### src/rtl/mfp_avalon_mem_arbiter.sv
// Two-master, one-slave Avalon-MM arbiter for the LPDDR2 controller port.
// Round-robin grant held for a whole write burst or a read command plus all of its return beats.
`timescale 1ns/1ps
module mfp_avalon_mem_arbiter #(
  parameter int ADDR_WIDTH  = 32,
  parameter int DATA_WIDTH  = 32,
  parameter int BURST_WIDTH = 3
) (
  input  logic                    clk,
  input  logic                    rst,
  input  logic [ADDR_WIDTH-1:0]   m0_address,
  input  logic                    m0_read,
  input  logic                    m0_write,
  input  logic [DATA_WIDTH-1:0]   m0_writedata,
  input  logic [DATA_WIDTH/8-1:0] m0_byteenable,
  input  logic [BURST_WIDTH-1:0]  m0_burstcount,
  output logic                    m0_waitrequest,
  output logic [DATA_WIDTH-1:0]   m0_readdata,
  output logic                    m0_readdatavalid,
  input  logic [ADDR_WIDTH-1:0]   m1_address,
  input  logic                    m1_read,
  input  logic                    m1_write,
  input  logic [DATA_WIDTH-1:0]   m1_writedata,
  input  logic [DATA_WIDTH/8-1:0] m1_byteenable,
  input  logic [BURST_WIDTH-1:0]  m1_burstcount,
  output logic                    m1_waitrequest,
  output logic [DATA_WIDTH-1:0]   m1_readdata,
  output logic                    m1_readdatavalid,
  output logic [ADDR_WIDTH-1:0]   s_address,
  output logic                    s_read,
  output logic                    s_write,
  output logic [DATA_WIDTH-1:0]   s_writedata,
  output logic [DATA_WIDTH/8-1:0] s_byteenable,
  output logic [BURST_WIDTH-1:0]  s_burstcount,
  output logic                    s_beginbursttransfer,
  input  logic                    s_waitrequest,
  input  logic [DATA_WIDTH-1:0]   s_readdata,
  input  logic                    s_readdatavalid,
  output logic                    err_stray_rdv
);

  typedef enum logic [1:0] {ST_IDLE, ST_WR, ST_RD_CMD, ST_RD_DATA} state_t;

  state_t                 r_state;
  state_t                 w_state_next;
  logic                   r_owner;
  logic                   r_last_grant;
  logic                   r_first;
  logic                   r_err_stray;
  logic [BURST_WIDTH-1:0] r_beats_left;

  logic                   w_req0, w_req1, w_any_req;
  logic                   w_grant;
  logic                   w_grant_read;
  logic [BURST_WIDTH-1:0] w_grant_burst;
  logic                   w_own_read, w_own_write;
  logic                   w_s_read, w_s_write, w_bbt;
  logic                   w_cmd_phase, w_data_phase;
  logic                   w_wr_accept, w_rd_accept, w_rdv_beat, w_last_beat;
  logic [1:0]             w_wait, w_rdv;

  assign w_req0    = m0_read | m0_write;
  assign w_req1    = m1_read | m1_write;
  assign w_any_req = w_req0 | w_req1;
  // On a tie the master that did not finish the previous transaction wins.
  assign w_grant       = (w_req0 && w_req1) ? ~r_last_grant : w_req1;
  assign w_grant_read  = w_grant ? m1_read : m0_read;
  assign w_grant_burst = w_grant ? m1_burstcount : m0_burstcount;

  assign w_own_read   = r_owner ? m1_read  : m0_read;
  assign w_own_write  = r_owner ? m1_write : m0_write;
  assign s_address    = r_owner ? m1_address    : m0_address;
  assign s_writedata  = r_owner ? m1_writedata  : m0_writedata;
  assign s_byteenable = r_owner ? m1_byteenable : m0_byteenable;
  assign s_burstcount = r_owner ? m1_burstcount : m0_burstcount;

  assign w_wr_accept = w_s_write & ~s_waitrequest;
  assign w_rd_accept = w_s_read & ~s_waitrequest;
  assign w_rdv_beat  = w_data_phase & s_readdatavalid;
  assign w_last_beat = (r_beats_left <= BURST_WIDTH'(1));

  always_ff @(posedge clk or posedge rst) begin
    if (rst) r_state <= ST_IDLE;
    else     r_state <= w_state_next;
  end

  always_comb begin
    w_state_next = r_state;
    case (r_state)
      ST_IDLE:    if (w_any_req) w_state_next = w_grant_read ? ST_RD_CMD : ST_WR;
      ST_WR:      if (w_wr_accept && w_last_beat) w_state_next = ST_IDLE;
      ST_RD_CMD:  if (w_rd_accept) w_state_next = ST_RD_DATA;
      ST_RD_DATA: if (w_rdv_beat && w_last_beat) w_state_next = ST_IDLE;
      default:    w_state_next = ST_IDLE;
    endcase
  end

  always_comb begin
    w_s_read     = 1'b0;
    w_s_write    = 1'b0;
    w_bbt        = 1'b0;
    w_cmd_phase  = 1'b0;
    w_data_phase = 1'b0;
    case (r_state)
      ST_WR: begin
        w_s_write   = w_own_write;
        w_bbt       = r_first;
        w_cmd_phase = 1'b1;
      end
      ST_RD_CMD: begin
        w_s_read    = w_own_read;
        w_bbt       = r_first;
        w_cmd_phase = 1'b1;
      end
      ST_RD_DATA: w_data_phase = 1'b1;
      default: ;
    endcase
  end

  always_ff @(posedge clk or posedge rst) begin
    if (rst) begin
      r_owner      <= 1'b0;
      r_last_grant <= 1'b1;
      r_first      <= 1'b0;
      r_err_stray  <= 1'b0;
      r_beats_left <= '0;
    end else begin
      r_first     <= (r_state == ST_IDLE) && w_any_req;
      r_err_stray <= s_readdatavalid && (r_state != ST_RD_DATA);
      case (r_state)
        ST_IDLE: if (w_any_req) begin
          r_owner      <= w_grant;
          r_beats_left <= (w_grant_burst == '0) ? BURST_WIDTH'(1) : w_grant_burst;
        end
        ST_WR: if (w_wr_accept) begin
          r_beats_left <= r_beats_left - BURST_WIDTH'(1);
          if (w_last_beat) r_last_grant <= r_owner;
        end
        ST_RD_DATA: if (w_rdv_beat) begin
          r_beats_left <= r_beats_left - BURST_WIDTH'(1);
          if (w_last_beat) r_last_grant <= r_owner;
        end
        default: ;
      endcase
    end
  end

  // Only the owner sees the slave's stall, and only while its command is on the bus.
  for (genvar gi = 0; gi < 2; gi++) begin : g_master
    assign w_wait[gi] = (w_cmd_phase && (r_owner == 1'(gi))) ? s_waitrequest : 1'b1;
    assign w_rdv[gi]  = w_rdv_beat && (r_owner == 1'(gi));
  end

  assign m0_waitrequest       = w_wait[0];
  assign m1_waitrequest       = w_wait[1];
  assign m0_readdatavalid     = w_rdv[0];
  assign m1_readdatavalid     = w_rdv[1];
  assign m0_readdata          = s_readdata;
  assign m1_readdata          = s_readdata;
  assign s_read               = w_s_read;
  assign s_write              = w_s_write;
  assign s_beginbursttransfer = w_bbt;
  assign err_stray_rdv        = r_err_stray;

endmodule

### config.mk
export PLATFORM = sky130hd
export DESIGN_NAME = mfp_avalon_mem_arbiter
export DESIGN_NICKNAME = d
export VERILOG_FILES = /design/src/rtl/mfp_avalon_mem_arbiter.sv
export SDC_FILE = /design/constraint.sdc
export NUM_CORES = 1
export LEC_CHECK = 0
export BUFFER_PORTS_ARGS = -buffer_cell sky130_fd_sc_hd__buf_2
export CAP_MARGIN = 5
export CORE_AREA = 2 2 128 130
export CTS_BUF_LIST = sky130_fd_sc_hd__clkbuf_16
export CTS_CLUSTER_SIZE = 25
export DETAILED_ROUTE_END_ITERATION = 8
export DIE_AREA = 0 0 130 132
export GPL_TIMING_DRIVEN = 0
export PLACE_DENSITY = 0.54
export SYNTH_ARGS = -nofsm -noshare
export SYNTH_HDL_FRONTEND = slang
export SYNTH_SLANG_ARGS = --single-unit
### constraint.sdc
create_clock -name clk -period 1.7 [get_ports clk]
set_input_delay 0.255 -clock clk [delete_from_list [all_inputs] [get_ports clk]]
set_output_delay 0.255 -clock clk [all_outputs]
set_load 0.1 [all_outputs]
==> metrics.txt <==
Die Ht 132 um; number of flops mapped to enable cells by yosys 0; Required @ worst endpoint 1.44 ns; Critical Path Source r_owner; Final #Nets 720; detailed placement HPWL 8.583 mm; FF+latch area 226.5 um2; largest net degree at the start of global routing 11; CP Cell Sequence buf_6 > clkbuf_16 > buf_12 > mux2_4 > buf_12; Clock Path Buffers 2; Post-Synthesis Net Count 416; drt total wl 10.68 mm; outcome finished with violations; Synth Cell Area 2049 um2; sequential power share 0.038; total placed cells including tap cells 735; worst vdd rail ir drop 875.0 uV; Multi-input gate area 1454 um2; routed vias 2721; post-synthesis async set-or-reset flop share 1.000; routed length per placed instance 14.32 um; number of antenna diodes 0; Lkg Pwr 0.002586 uW; Power Internal 4051 uW; drt via density 3.647; CP dominant cell by count buf_12; CP arrival 1.58 ns; Yosys reg bits 9; Worst Setup End Kind output pin; family with the most delay on the worst path buffers and inverters; Switching Power 7002 uW; worst hold slack 0.3086 ns; top cells by count, synth 71 x mux2_2, 65 x buf_4, 11 x nor2_1, 9 x inv_1, 9 x nand2_1; sequential cell area fraction in the yosys report 0.1105; clock sink count 9; fillcell total 1668; Critical Path Max Stage Delay 0.36 ns; Final GP Congestion 0.7716; Max stage delay cell, worst path dfrtp_1; achievable frequency 545.8 MHz; vias in the first global route 2633; clock tree from TritonCTS built; Finished Core Util 0.3119; Synth cell types 34; violated checks setup timing; Synth warnings 0; fin cells 746; Pwr Density 2255 nW/um2; Avg Cell Area, Syn 9.028 um2; area grow syn2layout 139.1%; Clk Latency, worst-skew pair 0.24 ns; Congestion Overflow GR 0; Remaining DRCs 0; RSZ-0062 raised after global routing true; Final Skew 0.002983 ns; area of the core 15710 um2; iteration-0 DRC count of the detailed router 32; Slew Limit Fails 0; final setup fails 70; Yosys top cell by area mux2_2; crit path buf inv count 4; Sw Share 0.6335; ys flop type dfrtp_1; Total GRT Usage 0.1064; HP Class in2reg; Cells after Synth 227; Initial Util 0.1304; IO Pins 325; worst-margin pin slew 0.4965 ns; Num CTS Buffers 3; HP Start s_readdatavalid; die width 130 um; synth top area cells mux2_2 39%, buf_4 24%, dfrtp_1 9.8%, ha_1 4.3%, nor2_1 2.0%; fin crit share 1.078; Rows 46; ratio of cells with drive above 1 in the final layout 0.8774; combinational share of power 0.925; CP Class reg2out; post-layout min period 1.832 ns; post-synth top area share 0.3901; initial antenna violation count 0; clock tree root driver cell clkbuf_16; post-route ant nets 0; Clock transition at path regs 0.04 ns; Setup WS post-layout -0.1323 ns; Final Hold Viols 0; H-Tree Depth 1; worst-path fanout max 10; Tot Pwr 11050 uW; Initial DRT Pass Iterations 4; Slew headroom 0.6655; Max-cap violations 0; global-route wire length before repair 14.25 mm; Die ar. 17160 um2; r2r startpoint r_state[1]; port buffer count 292; CP startpoint kind flip-flop; most common cell in the synthesized netlist mux2_2; Clock Power Share 0.037
sequential cells by signal, indices dropped and copies added, names as in the netlist:
name and cells:
r_beats_left 3, r_last_grant 1, r_state 2, err_stray_rdv 1, r_owner 1, r_first 1
worst paths after layout:
path / endpoint / slack, ns / depth (start not counted)
max in group asynchronous: r_last_grant / 0.89 / 3
setup / recovery: s_address[23] / -0.13 / 5
setup reg to reg: r_state[1] / -0.01 / 6
min in group asynchronous: r_owner / 0.52 / 3
hold / removal: err_stray_rdv / 0.31 / 3
hold reg to reg: r_beats_left[1] / 0.53 / 1
timing repair:
action / CTS / global route
pin swaps: 1 / 5
setup buffers: 3 / 3
gates cloned: 1 / 0
resized for setup: 194 / 66
hold buffers: 1 / 0
hold endpoints to repair: 8 / 0
endpoints found under the setup margin: 84 / 80
power by group through the flow:
stage          sequential (uW)  clock (uW)  combinational, uW
6_report                   418         413              10200
5_1_grt                    428         425              10600
4_1_cts                    406         417               9640
3_5_place_dp               412           0               8270
3_3_place_gp               412           0               8280
2_1_floorplan              431           0               6990
worst min-delay path: cells and delay by family:
kind / cells / cell delay (ns)
AND/OR/NAND/NOR: 1 / 0.10
buffers and inverters: 2 / 0.15
routing by layer:
metal,share of wire,up-vias,GRT usage
met4,0.0051,0,0.01254
met2,0.53,155,0.2100
met1,0.38,1230,0.1236
met5,0,-,0
met3,0.083,5,0.01177
li1,-,1331,-
cells in the final DEF (no fill, tap or decap), drive strengths merged, types with 2 or more instances in the layout:
cell type / instances
a21oi: 3
and2: 2
buf: 368
clkbuf: 6
dfrtp: 8
ha: 7
inv: 10
mux2: 73
mux2i: 3
nand2: 9
nand3: 2
nand3b: 2
nor2: 11
nor2b: 2
nor3: 3
nor4: 2
o21ai: 5
o22ai: 2
logic make-up after synthesis:
kind of cell | Yosys count | share of synthesized area
compound gates | 17 | 0.06288
simple gates | 36 | 0.09585
mux | 76 | 0.4158
buf+inv | 82 | 0.2723
fa+ha+maj | 7 | 0.04273
flops | 9 | 0.1105
per-stage QoR:
stage / cell area [um2] / setup TNS, ns / setup WS, ns
after floorplan: 2113 / -0.08079 / -0.07722
after global placement: 3845 / -8.940 / -0.2112
after detailed placement: 3845 / -8.746 / -0.2057
after CTS: 4611 / -9.094 / -0.1607
after global routing: 4901 / -9.922 / -0.1673
final: 4901 / -7.058 / -0.1323
final cells by class:
cell class,count,area share
Inverter,9,0.006893
Tap cell,216,0.05514
Timing Repair Buffer,299,0.4501
Multi-Input combinational cell,136,0.2967
Sequential cell,9,0.04621
Buffer,73,0.1289
Clock buffer,3,0.01532
Clock inverter,1,0.0007659
Power figures use the tool's default switching activity.
